--- src/rtl/ps2_pkg.sv ---
// Shared types and constants for the PS/2 host-to-device transmitter.
// Holds the FSM state encoding, frame geometry and default timing values.
package ps2_pkg;

  typedef enum logic [2:0] {
    IDLE      = 3'd0,
    INHIBIT   = 3'd1,
    REQ       = 3'd2,
    SHIFT     = 3'd3,
    ACK       = 3'd4,
    WAIT_IDLE = 3'd5
  } ps2_state_e;

  localparam int DATA_BITS = 8;
  localparam int ACK_EDGE  = 11;

  localparam int DEF_INHIBIT_CYCLES = 2500;
  localparam int DEF_TIMEOUT_CYCLES = 375000;
  localparam int DEF_FILTER_LEN     = 4;

  // Odd parity: the nine bits {parity, data} always hold an odd number of ones.
  function automatic logic odd_parity(input logic [7:0] data);
    return ~^data;
  endfunction

endpackage

--- src/rtl/ps2_line_filter.sv ---
// Two-flop synchroniser followed by a deglitcher for one PS/2 line.
// The filtered level only changes after FILTER_LEN equal synchronised samples.
module ps2_line_filter
  import ps2_pkg::*;
#(
  parameter int FILTER_LEN = DEF_FILTER_LEN
) (
  input  logic clk,
  input  logic reset,
  input  logic line_in,
  output logic level
);

  logic                  sync1_q;
  logic                  sync2_q;
  logic [FILTER_LEN-1:0] hist_q;
  logic [FILTER_LEN-1:0] hist_d;
  logic                  level_q;
  logic                  level_d;

  always_comb begin
    hist_d  = FILTER_LEN'({hist_q, sync2_q});
    level_d = level_q;
    if (&hist_d) begin
      level_d = 1'b1;
    end else if (~|hist_d) begin
      level_d = 1'b0;
    end else begin
      level_d = level_q;
    end
  end

  // Lines idle high, so every stage presets to 1 to avoid a false edge out of reset.
  always_ff @(posedge clk) begin
    if (reset) begin
      sync1_q <= 1'b1;
      sync2_q <= 1'b1;
      hist_q  <= {FILTER_LEN{1'b1}};
      level_q <= 1'b1;
    end else begin
      sync1_q <= line_in;
      sync2_q <= sync1_q;
      hist_q  <= hist_d;
      level_q <= level_d;
    end
  end

  assign level = level_q;

endmodule

--- src/rtl/ps2_host_tx.sv ---
// PS/2 host-to-device byte transmitter: inhibits the clock, requests to send,
// shifts data/parity/stop on device clock falls and checks the device acknowledge.
module ps2_host_tx
  import ps2_pkg::*;
#(
  parameter int INHIBIT_CYCLES = DEF_INHIBIT_CYCLES,
  parameter int TIMEOUT_CYCLES = DEF_TIMEOUT_CYCLES,
  parameter int FILTER_LEN     = DEF_FILTER_LEN
) (
  input  logic       clk,
  input  logic       reset,
  input  logic       tx_valid,
  input  logic [7:0] tx_data,
  output logic       tx_ready,
  input  logic       ps2_clk_in,
  input  logic       ps2_data_in,
  output logic       ps2_clk_oe,
  output logic       ps2_data_oe,
  output logic       busy,
  output logic       done,
  output logic       error
);

  localparam int IW = $clog2(INHIBIT_CYCLES + 1);
  localparam int WW = $clog2(TIMEOUT_CYCLES + 1);
  localparam logic [IW-1:0] INH_LAST  = IW'(INHIBIT_CYCLES - 1);
  localparam logic [WW-1:0] WDOG_LAST = WW'(TIMEOUT_CYCLES - 1);

  ps2_state_e    state_q, state_d;
  logic [IW-1:0] inh_cnt_q, inh_cnt_d, inh_nxt_s;
  logic [3:0]    bit_cnt_q, bit_cnt_d, bit_nxt_s;
  logic [WW-1:0] wdog_q, wdog_d;
  logic [7:0]    data_q, data_d;
  logic          parity_q, parity_d;
  logic          ack_q, ack_d;
  logic          clk_prev_q;
  logic          clk_oe_q, clk_oe_d;
  logic          data_oe_q, data_oe_d;
  logic          done_q, done_d;
  logic          error_q, error_d;
  logic          tx_ready_q, busy_q;
  logic          clk_level_s, data_level_s, clk_fall_s, wdog_hit_s;

  ps2_line_filter #(.FILTER_LEN(FILTER_LEN)) u_clk_filter (
    .clk     (clk),
    .reset   (reset),
    .line_in (ps2_clk_in),
    .level   (clk_level_s)
  );

  ps2_line_filter #(.FILTER_LEN(FILTER_LEN)) u_data_filter (
    .clk     (clk),
    .reset   (reset),
    .line_in (ps2_data_in),
    .level   (data_level_s)
  );

  assign clk_fall_s = clk_prev_q & ~clk_level_s;
  assign wdog_hit_s = (wdog_q == WDOG_LAST);
  assign inh_nxt_s  = inh_cnt_q + IW'(1);
  assign bit_nxt_s  = bit_cnt_q + 4'd1;

  always_comb begin
    state_d   = state_q;
    inh_cnt_d = inh_cnt_q;
    bit_cnt_d = bit_cnt_q;
    wdog_d    = wdog_q;
    data_d    = data_q;
    parity_d  = parity_q;
    ack_d     = ack_q;
    clk_oe_d  = 1'b0;
    data_oe_d = 1'b0;
    done_d    = 1'b0;
    error_d   = 1'b0;
    case (state_q)
      IDLE: begin
        if (tx_valid && tx_ready_q) begin
          state_d   = INHIBIT;
          data_d    = tx_data;
          parity_d  = odd_parity(tx_data);
          inh_cnt_d = {IW{1'b0}};
          clk_oe_d  = 1'b1;
          data_oe_d = (INH_LAST == {IW{1'b0}});
        end else begin
          state_d = IDLE;
        end
      end
      INHIBIT: begin
        if (inh_cnt_q == INH_LAST) begin
          state_d   = REQ;
          inh_cnt_d = {IW{1'b0}};
          wdog_d    = {WW{1'b0}};
          data_oe_d = 1'b1;
        end else begin
          // Data is pulled low during the final inhibit cycle.
          inh_cnt_d = inh_nxt_s;
          clk_oe_d  = 1'b1;
          data_oe_d = (inh_nxt_s == INH_LAST);
        end
      end
      REQ: begin
        data_oe_d = 1'b1;
        if (clk_fall_s) begin
          state_d   = SHIFT;
          bit_cnt_d = 4'd0;
          wdog_d    = {WW{1'b0}};
          data_oe_d = ~data_q[0];
        end else if (wdog_hit_s) begin
          state_d   = IDLE;
          wdog_d    = {WW{1'b0}};
          data_oe_d = 1'b0;
          error_d   = 1'b1;
        end else begin
          wdog_d = wdog_q + WW'(1);
        end
      end
      SHIFT: begin
        // bit_cnt_q indexes the bit on the wire: 0..7 data, 8 parity.
        data_oe_d = data_oe_q;
        if (clk_fall_s) begin
          wdog_d = {WW{1'b0}};
          if (bit_cnt_q == 4'(DATA_BITS)) begin
            state_d   = ACK;
            bit_cnt_d = 4'd0;
            data_oe_d = 1'b0;
          end else begin
            bit_cnt_d = bit_nxt_s;
            data_oe_d = bit_nxt_s[3] ? ~parity_q : ~data_q[bit_nxt_s[2:0]];
          end
        end else if (wdog_hit_s) begin
          state_d   = IDLE;
          bit_cnt_d = 4'd0;
          wdog_d    = {WW{1'b0}};
          data_oe_d = 1'b0;
          error_d   = 1'b1;
        end else begin
          wdog_d = wdog_q + WW'(1);
        end
      end
      ACK: begin
        if (clk_fall_s) begin
          state_d = WAIT_IDLE;
          wdog_d  = {WW{1'b0}};
          ack_d   = ~data_level_s;
        end else if (wdog_hit_s) begin
          state_d = IDLE;
          wdog_d  = {WW{1'b0}};
          error_d = 1'b1;
        end else begin
          wdog_d = wdog_q + WW'(1);
        end
      end
      WAIT_IDLE: begin
        if (clk_level_s && data_level_s) begin
          state_d = IDLE;
          done_d  = ack_q;
          error_d = ~ack_q;
        end else begin
          state_d = WAIT_IDLE;
        end
      end
      default: begin
        state_d = IDLE;
      end
    endcase
  end

  // Handshake and status flags are registered from the next state so they
  // line up with the done/error pulse cycle.
  always_ff @(posedge clk) begin
    if (reset) begin
      state_q    <= IDLE;
      inh_cnt_q  <= {IW{1'b0}};
      bit_cnt_q  <= 4'd0;
      wdog_q     <= {WW{1'b0}};
      data_q     <= 8'd0;
      parity_q   <= 1'b0;
      ack_q      <= 1'b0;
      clk_prev_q <= 1'b1;
      clk_oe_q   <= 1'b0;
      data_oe_q  <= 1'b0;
      done_q     <= 1'b0;
      error_q    <= 1'b0;
      tx_ready_q <= 1'b1;
      busy_q     <= 1'b0;
    end else begin
      state_q    <= state_d;
      inh_cnt_q  <= inh_cnt_d;
      bit_cnt_q  <= bit_cnt_d;
      wdog_q     <= wdog_d;
      data_q     <= data_d;
      parity_q   <= parity_d;
      ack_q      <= ack_d;
      clk_prev_q <= clk_level_s;
      clk_oe_q   <= clk_oe_d;
      data_oe_q  <= data_oe_d;
      done_q     <= done_d;
      error_q    <= error_d;
      tx_ready_q <= (state_d == IDLE);
      busy_q     <= (state_d != IDLE);
    end
  end

  assign tx_ready    = tx_ready_q;
  assign busy        = busy_q;
  assign ps2_clk_oe  = clk_oe_q;
  assign ps2_data_oe = data_oe_q;
  assign done        = done_q;
  assign error       = error_q;

endmodule

--- config.mk ---
export PLATFORM = sky130hd
export DESIGN_NAME = ps2_host_tx
export DESIGN_NICKNAME = d
export VERILOG_FILES = /design/src/rtl/ps2_pkg.sv /design/src/rtl/ps2_line_filter.sv /design/src/rtl/ps2_host_tx.sv
export SDC_FILE = /design/constraint.sdc
export NUM_CORES = 1
export LEC_CHECK = 0
export CAP_MARGIN = 40
export CORE_UTILIZATION = 30
export CTS_BUF_LIST = sky130_fd_sc_hd__clkbuf_8
export DETAILED_ROUTE_END_ITERATION = 8
export PLACE_DENSITY = 0.55
export SYNTH_ARGS = -nofsm -noshare
export SYNTH_HDL_FRONTEND = slang
export SYNTH_SLANG_ARGS = --single-unit
--- constraint.sdc ---
create_clock -name clk -period 5.4 [get_ports clk]
set_input_delay 1.08 -clock clk [delete_from_list [all_inputs] [get_ports clk]]
set_output_delay 1.08 -clock clk [all_outputs]
set_load 0.05 [all_outputs]
# After elaboration in Yosys (flattened, before gate mapping)
# Cells that the tools add are included.
[word_totals]
inputBits = 13
register_bits = 67
out_inout_bits = 6
[classes]
eq_ne = 13
n_addsub = 3
bitwise = 9
magnitude_cmp = 1
muxes = 38
n_reduce_logical = 22
[op_table]
columns = ["op", "count"]
rows = [
  ["19-bit two-way mux", 3],
  ["19-bit one-hot mux with 2 select lines", 1],
  ["12-bit == test (second input constant)", 2],
  ["12-bit two-way mux", 2],
  ["12-bit one-hot mux with 2 select lines", 1],
  ["3-bit two-way mux", 7],
  ["19-bit by 1-bit adder with 19-bit output (second input constant)", 1],
  ["19-bit == test (second input constant)", 1],
  ["3-bit one-hot mux with 6 select lines", 1],
  ["4-bit two-way mux", 4],
  ["1-bit two-way mux", 14],
  ["12-bit by 1-bit adder with 12-bit output (second input constant)", 1],
  ["1-bit NOT", 8],
  ["4-bit one-hot mux with 2 select lines", 1],
  ["2-bit AND reduction", 4],
  ["4-bit AND reduction", 2],
  ["4-bit OR reduction", 2],
  ["8-bit XNOR reduction", 1],
  ["3-bit by 2-bit == test with 1-bit output (second input constant)", 2],
  ["3-bit == test (second input constant)", 2],
  ["3-bit logical NOT", 2],
  ["2-bit != test (second input constant)", 3],
  ["2-bit nonzero test", 3],
  ["3-bit OR reduction", 2],
  ["13 further kinds", 16],
]

# Logic depth before layout (Yosys ltp)
[logic_depth]
depth_word = 8
ltp_mapped = 7

# Modules after synthesis
# Synthesis repeated with hierarchy kept, for this count alone.
[hier_totals]
hier_cells = 374
hier_area_um2 = 3387.0
[by_module_without_submodules]
columns = ["module", "area_each_um2", "cells_each", "seq_area_each_um2", "instances"]
rows = [
  ["ps2_host_tx", 3026.7, 346, 1101.1, 1],
  ["ps2_line_filter", 180.2, 14, 120.1, 2],
]

# Least setup slack after synthesis
# Ideal clock, no wire load.
[synth_path]
path_type = "reg2reg"
start = "reg inh_cnt_q[1]"
end = "reg wdog_q[18]"
path_stages_with_launch = 7
setup_time_ps = 71
path_slack_ps = 2895
t_arrival_ps = 2434
path_buffers = 0
path_cell_list = "dfxtp_1 -> ha_1 -> or4b_4 -> or4_4 -> a21o_1 -> or4_1 -> a21oi_1"
[synth_between]
elab_chain_len = 3
[synth_rtl]
columns = ["element", "line_no", "text"]
rows = [
  ["start, declared", "ps2_host_tx.sv:30", "logic [IW-1:0] inh_cnt_q, inh_cnt_d, inh_nxt_s;"],
  ["start signal, assigned", "ps2_host_tx.sv:173", "inh_cnt_q <= {IW{1'b0}};"],
  ["start signal, assigned", "ps2_host_tx.sv:188", "inh_cnt_q <= inh_cnt_d;"],
  ["12-bit == test", "ps2_host_tx.sv:89", "if (inh_cnt_q == INH_LAST) begin"],
  ["2-bit != test (no line)", "n/a", ""],
  ["2-bit AND reduction (no line)", "n/a", ""],
  ["end signal, assigned", "ps2_host_tx.sv:175", "wdog_q <= {WW{1'b0}};"],
  ["end signal, assigned", "ps2_host_tx.sv:190", "wdog_q <= wdog_d;"],
  ["end, declared", "ps2_host_tx.sv:32", "logic [WW-1:0] wdog_q, wdog_d;"],
]
# No other way between the ends.
# A chain may end at the register's enable or synchronous reset.

# Worst setup path after layout
[layout_path]
start = "reg inh_cnt_q[0]"
end = "reg wdog_q[7]"
# The elaborated chain is that of the path after synthesis.

==> summary.txt <==
Global routing
  – Met3 Track Usage GR: 2.77%
  – Gr usage total: 13.9%
  – First-pass GRT wire length: 12.9 mm
  – Grt peak-use layer: met2
  – GR Layer Usage met2: 22.1%
  – Initial antenna violation count: 0
  – Global routing usage on met1: 18.4%
  – GRT overflow: 0
  – Number of global-route vias before repair: 2683
  – Pin count of the biggest net entering global routing: 46

Yosys
  – Asr flop ratio synth: 0%
  – Synth top area cells: dfxtp_1 40%, xnor2_1 4.9%, nor2_1 4.9%
  – FF+latch count, synth: 67
  – Mapped Cells: 398
  – Syn Area/Cell: 8.49 um^2
  – Post-Synthesis Cell Area: 0.00338 mm^2
  – Post-Syn Nets: 416
  – Number of synthesized flops with an enable pin: 0
  – Ys Warns: 0
  – Distinct cell type count after synthesis: 56
  – Synth top area share: 39.7%
  – Synth area leader: dfxtp_1
  – Register area share after synthesis: 39.7%
  – Post-synth top flop: dfxtp_1

CTS
  – CTS tree: done
  – Clock tree buffer depth: 2
  – CTS hold repair buffers: 0
  – Setup Fix Bufs, Post-CTS: 0
  – Clock Latency Late Sink: 0.35 ns
  – CTS root buf: clkbuf_8
  – Clock Sinks: 67
  – Clk slew on worst S/H paths: 0.07 ns
  – Post-CTS resize count: 0
  – CTS buffer count: 9
  – H-tree Lvls: 3

Power and ir drop
  – VDD IR max: 0.176 mV
  – PwrDens: 281 mW/mm^2
  – Pleak: 1.24 nW

Timing
  – Setup_tns: 0 ns
  – Setup Skew: 0.0117 ns
  – Worst slew pin tran: 0.710 ns
  – Relative slew slack: 52.5%
  – Max Freq: 0.339 GHz
  – RSZ-0062 raised after global routing: false
  – Period utilization: 54.6%
  – Tmin final: 2.95 ns
  – Hold Vio Cnt, Final: 0
  – Hold slack: 0.416 ns
  – Setup-failing EPs final: 0
  – Slew Limit Fails: 0

Route
  – Vias per cell: 5.19
  – Final wirelength: 7.41 mm
  – Via count: 2889
  – TritonRoute pass-1 iters: 4
  – DRC violations left: 0
  – Routed Antenna Nets: 0
  – DR WL/cell: 13.3 um
  – Initial DRC Count: 169

Worst hold path
  – HP Class: reg2reg

Floorplan
  – Initial Util: 31.1%
  – DIE WIDTH: 108 um
  – Ports: 19
  – Die area: 0.0117 mm^2
  – Site row count: 38
  – Area of the core: 0.0109 mm^2
  – Die height: 108 um

Worst setup path
  – Worst EP arrival: 3.18 ns
  – Worst Path Max Fanout: 14
  – Setup CP Type: reg2reg
  – Critical Path Start Type: flip-flop
  – Worst Path Required: 5.63 ns
  – CP Capture Type: flip-flop

Placed design
  – Hpwl dp: 5.27 mm
  – Port-buffer cells: 18
  – Weighted congestion at the end of routability-driven global placement: 0.793

Layout
  – # nets final: 430
  – Layout cells sized above 1: 11.3%
  – Diodes inserted: 0
  – Filler cells: 1130
  – Layout area overhead: 16.4%

Run
  – Max cap viols: 0

Outcome
  – Outcome: complete, no violations
critical path, stage by stage (launching register included):
cell     delay, ns
dfxtp_1       0.45
ha_1          0.29
or4b_4        0.49
or4_4         0.61
and2_1        0.25
o21ai_1       0.43
buf_4         0.26
nor2_1        0.05
Yosys cell counts (all sizes together) (2+ instances only):
cell type,count
a31oi,4
nand2,27
a211oi,11
o2111ai,2
nor3b,6
o21ai,21
dfxtp,67
or3,8
and2,3
a311oi,6
or4b,2
ha,5
nor4,6
nand4b,2
nand3b,10
nand3,17
xnor2,19
nor2b,3
and4,2
nand2b,5
a2111oi,2
nand4,6
or2,14
a21o,2
buf,2
o31ai,2
a41oi,3
mux2i,11
or4,2
clkbuf,19
a21oi,30
inv,6
nor2,44
mux4,2
nor3,13
state kept, by name, indices dropped and copies added, names as in the netlist, 3 cells and up:
| register | flops |
|---|---|
| u_data_filter.hist_q | 3 |
| bit_cnt_q | 4 |
| state_q | 3 |
| u_clk_filter.hist_q | 3 |
| wdog_q | 19 |
| inh_cnt_q | 12 |
| data_q | 8 |
area by class of cell:
cell class	count	area, um^2	area share [%]
multi-input cells	304	1940	49.2
clock inverters	7	116	2.96
well taps	140	175	4.45
repair buffers	24	220	5.60
flip-flops and latches	67	1340	34.1
inverters	6	22.5	0.572
clock buffers	9	124	3.15
cells in the final DEF, fill, tap and decap left out, types with 3 or more instances in the layout:
master,Yosys,layout
dfxtp_1,67,67
nor2_1,44,44
a21oi_1,30,30
nand2_1,27,27
o21ai_0,20,20
xnor2_1,19,19
clkdlybuf4s50_1,0,18
nand3_1,17,17
or2_2,14,14
nor3_1,13,13
mux2i_1,11,11
a211oi_1,10,10
nand3b_1,10,10
clkbuf_8,0,9
or3_1,8,8
inv_1,6,6
nor3b_1,6,6
nand4_1,6,6
a311oi_1,6,6
nand2b_1,5,5
ha_1,5,5
a31oi_1,4,4
nor4_1,5,4
buf_4,0,4
nor2b_1,3,3
and2_1,3,3
a41oi_1,3,3
bufinv_16,0,3
report_power, final:
group,leakage (nW),internal (mW),switching [mW]
Sequential,0.544,0.506,0.00912
Combinational,0.573,0.0382,0.0487
Clock,0.119,0.306,0.197
metrics by stage:
step           setup slack, ns  power (mW)  instances  util (%)  area, um^2
2_1_floorplan             2.89       0.583        398         -        3380
3_3_place_gp              2.22       0.611        538      33.8        3680
5_1_grt                   2.25        1.15        557      36.1        3940
3_5_place_dp              2.47       0.614        541      33.9        3690
4_1_cts                   2.45        1.12        557      36.1        3940
6_report                  2.45        1.10        557      36.1        3940
cell families (layout without fill, tap and decap cells):
kind of cell / after synthesis / count (layout) / share of synthesized area [%]
multiplexers: 13 / 13 / 4.59
buffers and inverters: 27 / 46 / 3.26
adder cells (fa/ha/maj): 5 / 5 / 1.85
AO/OA/AOI/OAI: 93 / 93 / 17.9
XOR/XNOR: 20 / 20 / 5.18
flip-flops: 67 / 67 / 39.7
AND/OR/NAND/NOR: 173 / 173 / 27.5
metal layers:
layer	wire, um	up-vias
li1	-	1486
met1	3710	1350
met2	3400	44
met3	225	9
met4	78	0
met5	0	-
final timing paths:
kind                                                 startpoint                              end  slack, ns  depth (start not counted)
worst max-delay path                  inh_cnt_q[0]$_SDFFE_PP0P_           wdog_q[7]$_SDFFE_PP0P_       2.45                          7
worst min-delay path            u_clk_filter.sync1_q$_SDFF_PP1_  u_clk_filter.sync2_q$_SDFF_PP1_       0.42                          1
worst min register to register  u_clk_filter.sync1_q$_SDFF_PP1_  u_clk_filter.sync2_q$_SDFF_PP1_       0.42                          1
worst max register to register        inh_cnt_q[0]$_SDFFE_PP0P_           wdog_q[7]$_SDFFE_PP0P_       2.45                          7
Note: power is estimated with default switching activity, not from simulation.
